===== src/rtl/pwm_multi.sv =====
// Multi-channel PWM generator: one shared period counter, N_CH duty comparators,
// edge/center alignment, double-buffered settings applied only at period boundaries.
module pwm_multi #(
  parameter int N_CH  = 4,
  parameter int CNT_W = 16
) (
  input  logic                  clk,
  input  logic                  nrst,
  input  logic                  en,
  input  logic                  load,
  input  logic [CNT_W-1:0]      period,
  input  logic [N_CH*CNT_W-1:0] duty,
  input  logic                  center_mode,
  input  logic [N_CH-1:0]       polarity,
  output logic [N_CH-1:0]       pwm_out,
  output logic                  period_start,
  output logic                  upd_pending
);

  typedef enum logic {DIR_UP = 1'b0, DIR_DOWN = 1'b1} dir_t;

  logic [CNT_W-1:0]      period_a, period_s;
  logic [N_CH*CNT_W-1:0] duty_a, duty_s;
  logic                  mode_a, mode_s;
  logic                  pend;

  logic [CNT_W-1:0] cnt, cnt_nxt;
  dir_t             dir, dir_nxt;
  logic [CNT_W-1:0] p_eff, p_last;
  logic             last_cycle, upd;
  logic [N_CH-1:0]  raw;

  // A zero period behaves as one, so the counter always has a valid terminal value.
  assign p_eff  = (period_a == '0) ? CNT_W'(1) : period_a;
  assign p_last = p_eff - CNT_W'(1);

  assign last_cycle = mode_a ? ((dir == DIR_DOWN) && (cnt == '0))
                             : (cnt == p_last);
  assign upd        = !en || last_cycle;

  always_ff @(posedge clk or negedge nrst) begin
    if (!nrst) begin
      cnt <= '0;
      dir <= DIR_UP;
    end else begin
      cnt <= cnt_nxt;
      dir <= dir_nxt;
    end
  end

  // In center mode the top value is held for a second cycle while the direction flips.
  always_comb begin
    cnt_nxt = cnt;
    dir_nxt = dir;
    if (upd) begin
      cnt_nxt = '0;
      dir_nxt = DIR_UP;
    end else if (mode_a) begin
      if (dir == DIR_UP) begin
        if (cnt == p_last) dir_nxt = DIR_DOWN;
        else               cnt_nxt = cnt + CNT_W'(1);
      end else begin
        cnt_nxt = cnt - CNT_W'(1);
      end
    end else begin
      cnt_nxt = cnt + CNT_W'(1);
    end
  end

  // A load landing on an update point bypasses the shadow and goes live directly.
  always_ff @(posedge clk or negedge nrst) begin
    if (!nrst) begin
      period_a <= '0;
      duty_a   <= '0;
      mode_a   <= 1'b0;
      period_s <= '0;
      duty_s   <= '0;
      mode_s   <= 1'b0;
      pend     <= 1'b0;
    end else begin
      if (load) begin
        period_s <= period;
        duty_s   <= duty;
        mode_s   <= center_mode;
      end
      if (upd) begin
        pend <= 1'b0;
        if (load) begin
          period_a <= period;
          duty_a   <= duty;
          mode_a   <= center_mode;
        end else if (pend) begin
          period_a <= period_s;
          duty_a   <= duty_s;
          mode_a   <= mode_s;
        end
      end else if (load) begin
        pend <= 1'b1;
      end
    end
  end

  always_comb begin
    raw = '0;
    for (int i = 0; i < N_CH; i++) begin
      raw[i] = (cnt < duty_a[i*CNT_W +: CNT_W]);
    end
  end

  always_ff @(posedge clk or negedge nrst) begin
    if (!nrst) begin
      pwm_out      <= '0;
      period_start <= 1'b0;
    end else if (!en) begin
      pwm_out      <= polarity;
      period_start <= 1'b0;
    end else begin
      pwm_out      <= raw ^ polarity;
      period_start <= (cnt == '0) && (dir == DIR_UP);
    end
  end

  assign upd_pending = pend;

endmodule


===== config.mk =====
export PLATFORM = sky130hd
export DESIGN_NAME = pwm_multi
export DESIGN_NICKNAME = d
export VERILOG_FILES = /design/src/rtl/pwm_multi.sv
export SDC_FILE = /design/constraint.sdc
export NUM_CORES = 1
export LEC_CHECK = 0
export ABC_AREA = 1
export CAP_MARGIN = 30
export CORE_ASPECT_RATIO = 1.4
export CORE_MARGIN = 2
export CORE_UTILIZATION = 50
export DETAILED_ROUTE_END_ITERATION = 16
export HOLD_SLACK_MARGIN = 0.15
export PLACE_DENSITY = 0.81
export SETUP_SLACK_MARGIN = 0.3
export SLEW_MARGIN = 10
export SYNTH_ARGS = -nofsm -noshare
export SYNTH_HDL_FRONTEND = slang
export SYNTH_SLANG_ARGS = --single-unit

===== constraint.sdc =====
create_clock -name clk -period 3.5 [get_ports clk]
set_input_delay 0.7 -clock clk [delete_from_list [all_inputs] [get_ports clk]]
set_output_delay 0.7 -clock clk [all_outputs]
set_load 0.05 [all_outputs]

==> impl_metrics.ini, run 1 <==
[timing]
tightestPinTransition_ps = 823
fin_crit_sh_pct = 86.6
setup_viol = 0
max_slew_margin_pct = 45.2
clock_skew_ps = 8.01
rsz0062_at_grt = no
setup_tns_ps = 0
final-max-slew-violation-count = 0
max_clock_freq_ghz = 0.330
period_minus_slack_ps = 3030
worst_slack_ps = 468
hold_violations = 0

[routing]
met1Wirelength_um = 9700
wl_um = 25100
met2_length_um = 13100
vias = 8520
wl_per_cell_um = 15.6
routed.top_layer = met4
dr.pass1.iters = 7
viasPerCell = 5.32
wl_met3_um = 1600
drtAntennaViolNets = 0
remaining_drc_errors = 0
first_iter_violations = 581

[yosys]
synth_top_cell_area_share_pct = 47.4
avgSynthCellArea_um2 = 7.85
synth-seq-area-share_pct = 47.4
syn_inst = 1244
syn_nets = 1396
synthTopCellsByArea = dfrtp_1 47%, nand2_1 20%, ha_1 8.1%
yosys_warnings = 0
ys_seq_elements = 185
mappedNetlistArea_mm2 = 0.00977
yosysTopAreaCell = dfrtp_1
synth_cell_types = 39

[clock_tree]
cts-root-buf = clkbuf_16
cts_buffers = 17
cts_sinks = 185
cts_max_level = 4
insertion_delay_ps = 440
cts_tree = done
clockBufferDepth = 2
clk_pin_slew_ps = 70

[finish]
n_antenna_cell = 0
drive_gt1_share_pct = 8.12
nets = 1493
utilization_pct = 61.6
nFillCells = 1624
fin_cells = 1602
syn2layout_area_growth_pct = 21.2

[worst_setup_path]
reg2reg_depth = 22
crit_fanout = 13
start_kind = register
r2r_slack_ps = 470
criticalPathCategory = register to register
r2r_end = period_a[8]
cp.required_ps = 3830
cp-end-kind = register
r2r-start = period_a[10]
worst_ep_arrival_time_ps = 3360

[global_route]
grt_overflow = 0
grt_pass1_wl_um = 38500
antenna_found_initial = 0
grt_pass1_vias = 8091
grt.total_usage_pct = 23.6
grt_max_degree = 83

[placement]
place.gp.congestion = 0.937
port_buffers = 94
dp.cells = 1548
pre_cts_slack_ps = 358
place_hpwl_um = 15700

[die]
dieArea_mm2 = 0.0207
die_w_um = 122
die_h_um = 169
num_io_pins = 95
num_rows = 60
core_mm2 = 0.0192
start_util_pct = 50.8

[pwr]
p_leak_nw = 6.24
clockPowerShare_pct = 35.5
peakVddDrop_mv = 0.281
finalPower_mw = 5.57
p_int_mw = 3.91
p_comb_share_pct = 19.2
swShare_pct = 29.9
seqPwrFrac_pct = 45.3
p_per_area_mw_per_mm2 = 470
p_sw_mw = 1.66

[worst_hold_path]
min_path_type = primary input to async pin

[run_status]
status = finished, final reports clean

[job]
cap_violations = 0
## cells in the final DEF, fill, tap and decap left out, types with 12 or more instances in the layout
cell type          n
a21oi_1           44
buf_4             22
clkbuf_16         21
clkdlybuf4s50_1   92
dfrtp_1          174
ha_1              63
inv_1            102
nand2_1          520
nand3_1          118
nor2_1            50
o21ai_0           19
xnor2_1           12
## registers in the layout (all words and copies together), names as in the netlist
register and flops:
duty_a 64, duty_s 64, period_s 16, period_a 16
mode_s 1, dir 1, upd_pending 1, pwm_out 4
period_start 1, cnt 16, mode_a 1
## power groups by stage
stage / registers [mW] / clock network (mW) / logic (mW)
4_1_cts: 2.51 / 2.00 / 0.976
2_1_floorplan: 2.53 / 0 / 0.636
3_3_place_gp: 2.54 / 0 / 0.924
6_report: 2.52 / 1.98 / 1.07
5_1_grt: 2.54 / 2.09 / 1.21
3_5_place_dp: 2.54 / 0 / 0.964
## cells by family after synthesis
family / count (synthesis) / share of synthesized area (%)
and+or+nand+nor: 738 / 31.2
adders and majority gates: 63 / 8.07
xor gates and xnor gates: 20 / 1.93
DFF: 185 / 47.4
AOI/OAI and AO/OA: 79 / 4.48
buffers and inverters: 159 / 6.93
## through the flow
step	cell area (um2)	hold slack, ps
CTS	11500	282
global placement	10900	453
global route	11800	310
finish	11800	254
floorplan	9770	404
detailed placement	10900	456
## final cells by class
type                    instances  area, um2  share of cell area (%)
inverters                     107        402                    3.39
repair buffers                129       1340                    11.3
clock inverters                14        161                    1.36
clock buffers                  18        439                    3.71
flip-flops and latches        185       4640                    39.2
multi-input cells             901       4540                    38.4
well taps                     248        310                    2.62
## critical path, cell delays in order, from the launching register on
cell and delay [ps]:
dfrtp_2 460, nor2_4 130, nand2_1 90, nor2_2 110, nand2_2 90, nand2_1 90
inv_1 50, ha_1 230, nand3_1 120, inv_1 80, nand3b_1 100, nand2_1 70
nand2_1 50, nand2_1 60, nor2_1 100, nand3_1 100, nor2_2 200, nand3_2 160
nand2_8 160, nand2_8 110, clkbuf_16 220, nand2_1 80, nand2_1 60
## synth_stat cells
| cell type | instances |
|---|---|
| a221oi_1 | 2 |
| a21oi_1 | 44 |
| nor3_1 | 7 |
| xnor2_1 | 12 |
| nor3_2 | 1 |
| a31o_2 | 1 |
| buf_8 | 1 |
| clkbuf_1 | 31 |
| o211ai_1 | 2 |
| inv_2 | 2 |
| nand3_1 | 118 |
| o31ai_1 | 3 |
| dfrtp_1 | 185 |
| nand2_4 | 1 |
| inv_1 | 103 |
| nor4_1 | 3 |
| or2_2 | 1 |
| nand3b_1 | 3 |
| nor3b_1 | 3 |
| clkinv_1 | 2 |
| nand2_2 | 5 |
| a211o_1 | 2 |
| nor2_4 | 1 |
| ha_1 | 63 |
| o21ai_1 | 2 |
| a211oi_1 | 2 |
| nand3_2 | 3 |
| xor2_1 | 7 |
| o211a_1 | 1 |
| nor2_1 | 57 |
| nor2_2 | 5 |
| nand2_1 | 521 |
| buf_2 | 13 |
| xnor3_1 | 1 |
| buf_6 | 7 |
| o21ai_0 | 19 |
| o22ai_1 | 1 |
| or2_1 | 2 |
| nand4_1 | 7 |
## layer usage
layer	vias up	GRT usage, %
met1	3987	28.8
met2	314	42.4
li1	4155	-
met4	0	7.15
met3	64	4.07
met5	-	0
## worst max path at each step
stage / start / end / cells past startpoint
floorplan: period_a[8] / period_a[2] / 22
global placement: period_a[4] / duty_a[0] / 20
detailed placement: period_a[4] / duty_a[42] / 20
CTS: period_a[4] / duty_a[32] / 20
global route: period_a[10] / period_a[8] / 22
finish: period_a[10] / period_a[8] / 22
## timing repair
item,CTS,global route
gates resized for setup,0,39
buffers inserted,0,14
hold endpoints to repair,0,0
hold buffers,0,0
endpoints found under the setup margin,0,98
No activity file was read; power rests on OpenSTA's default activity.
==> inputs of run 2 (changes only) <==
--- a/config.mk
+++ b/config.mk
@@ -6,7 +6,6 @@
 export NUM_CORES = 1
 export LEC_CHECK = 0
 export ABC_AREA = 1
-export CAP_MARGIN = 30
 export CORE_ASPECT_RATIO = 1.4
 export CORE_MARGIN = 2
 export CORE_UTILIZATION = 50
==> results of run 2 <==
Final layout, timing and power as in run 1 (identical DEF).
==> inputs of run 3 (changes only) <==
--- a/config.mk
+++ b/config.mk
@@ -17,3 +17,4 @@
 export SYNTH_ARGS = -nofsm -noshare
 export SYNTH_HDL_FRONTEND = slang
 export SYNTH_SLANG_ARGS = --single-unit
+export TNS_END_PERCENT = 1
==> results of run 3 <==
Final layout, timing and power as in run 1 (identical DEF).
==> variant (settings of run 3) <==
Register the input `period` before use, without a reset. The logic sees it one clock later. The other inputs are not delayed to match.
--- a/src/rtl/pwm_multi.sv
+++ b/src/rtl/pwm_multi.sv
@@ -19,4 +19,10 @@
 
   typedef enum logic {DIR_UP = 1'b0, DIR_DOWN = 1'b1} dir_t;
+
+  logic [CNT_W-1:0] period_q;
+
+  always_ff @(posedge clk) begin
+    period_q <= period;
+  end
 
   logic [CNT_W-1:0]      period_a, period_s;
@@ -80,5 +86,5 @@
     end else begin
       if (load) begin
-        period_s <= period;
+        period_s <= period_q;
         duty_s   <= duty;
         mode_s   <= center_mode;
@@ -87,5 +93,5 @@
         pend <= 1'b0;
         if (load) begin
-          period_a <= period;
+          period_a <= period_q;
           duty_a   <= duty;
           mode_a   <= center_mode;
Formal check against the unedited RTL: not equivalent (a bounded check fails within 4 cycles, from zero or initial values and one cycle with nrst low).
==> variant against run 3 <==
Area after synthesis grew 4.3%; sequential cell count is 16 higher; count of clock-buffer cells in the layout is 11 higher; power is 3.3% higher; core utilization fell by 1.3 points; die area is 4.2% higher; worst setup slack better by 50 ps; largest cell class unchanged; wire length down 0.55%; clock skew is 0.68 ps higher; cell area increased by 1.5%; synthesized cell count is 4.2% higher; global-route usage shrank 0.56 points.
==> variant: results (changes against run 3) <==
- Detailed-router iteration count before antenna repair: 5 (was 7)
- Met2 wire len: 12.9 mm (was 13.1 mm)
- Portion of total power attributed to combinational logic: 0.183 (was 0.192)
- Share of final layout cell area taken by non-clock buffers: 0.0983 (was 0.113)
- Worst clock skew: 8.69 ps (was 8.01 ps)
- Wire length per cell after detailed routing: 15.2 um (was 15.6 um)
- Number of levels in the clock H-tree: 1 (was 4)
- Seq group: 2.72 mW (was 2.52 mW)
- Placement Cell Area: 0.0113 mm2 (was 0.0109 mm2)
- Setup slack at placement: 334 ps (was 358 ps)
- Async SR Flop Fraction: 0.920 (was 1.00)
- Cell leakage power: 6.37 nW (was 6.24 nW)
- Result of the run: finished, final reports clean (unchanged)
- Max IR drop VDD: 0.351 mV (was 0.281 mV)
- Multi-input combinational gate total: 921 (was 901)
- Buffer levels on the longest clock path: 3 (was 2)
- First-pass GRT wire length: 41.1 mm (was 38.5 mm)
- Clock network share of area: 0.0496 (was 0.0507)
- Met2 Resource Use GR: 0.421 (was 0.424)
- Met1 GRT Util: 0.269 (was 0.288)
- Commonest cells in the synthesized netlist: sky130_fd_sc_hd__nand2_1 (539), sky130_fd_sc_hd__dfrtp_1 (185), sky130_fd_sc_hd__nand3_1 (126) (was sky130_fd_sc_hd__nand2_1 (521), sky130_fd_sc_hd__dfrtp_1 (185), sky130_fd_sc_hd__nand3_1 (118))
- Actual transition at the worst max-transition pin: 852 ps (was 823 ps)
- Top post-synthesis cells by area: sky130_fd_sc_hd__dfrtp_1 (45%), sky130_fd_sc_hd__nand2_1 (20%), sky130_fd_sc_hd__ha_1 (7.7%) (was sky130_fd_sc_hd__dfrtp_1 (47%), sky130_fd_sc_hd__nand2_1 (20%), sky130_fd_sc_hd__ha_1 (8.1%))
- Met3 WL post-DR: 1.18 mm (was 1.60 mm)
- Number of buffers created by CTS: 19 (was 17)
- Non-CTS inverters: 119 (was 107)
- Sequential standard cell area: 0.00496 mm2 (was 0.00464 mm2)
- Number of register bits inferred by synthesis: 201 (was 185)
- Fraction of final layout cells sized beyond drive strength 1: 0.0520 (was 0.0812)
- Switching Fraction: 0.285 (was 0.299)
- Gate Count Post-Synth: 1296 (was 1244)
- Half-perimeter wire length after placement: 17.1 mm (was 15.7 mm)
- Worst-skew pair later-pin latency: 490 ps (was 440 ps)
- Clock buffer count: 29 (was 18)
- All-Layer GR Usage: 0.230 (was 0.236)
- Signal buffers: 112 (was 129)
- Filler Cells Inserted: 1698 (was 1624)
- Grt met3 use: 0.0316 (was 0.0407)
variant: kinds of logic (layout without fill, tap and decap cells):
logic type,after synthesis,count (layout),synth area share
simple gates,762,762,0.305
flops,201,201,0.486
fa+ha+maj,63,63,0.0774
xor+xnor,17,17,0.0146
buf+inv,174,263,0.0728
compound gates,79,79,0.0441
variant: path summary, 6_finish.rpt:
kind	startpoint	end	slack, ps	depth (start not counted)
worst max-delay path	period_a[2]	duty_a[2]	520	22
worst min-delay path	nrst	duty_s[12]	200	1
worst max register to register	period_a[2]	duty_a[2]	520	22
worst min register to register	period_q[15]	period_s[15]	460	2
max in group asynchronous	nrst	duty_a[8]	2400	2
min in group clk	period_q[15]	period_s[15]	460	2
variant: per-stage QoR:
| stage | utilization | cells |
|---|---|---|
| after floorplan | - | 1296 |
| after global placement | 0.568 | 1602 |
| after detailed placement | 0.568 | 1602 |
| after CTS | 0.598 | 1634 |
| after global routing | 0.603 | 1637 |
| final | 0.603 | 1637 |
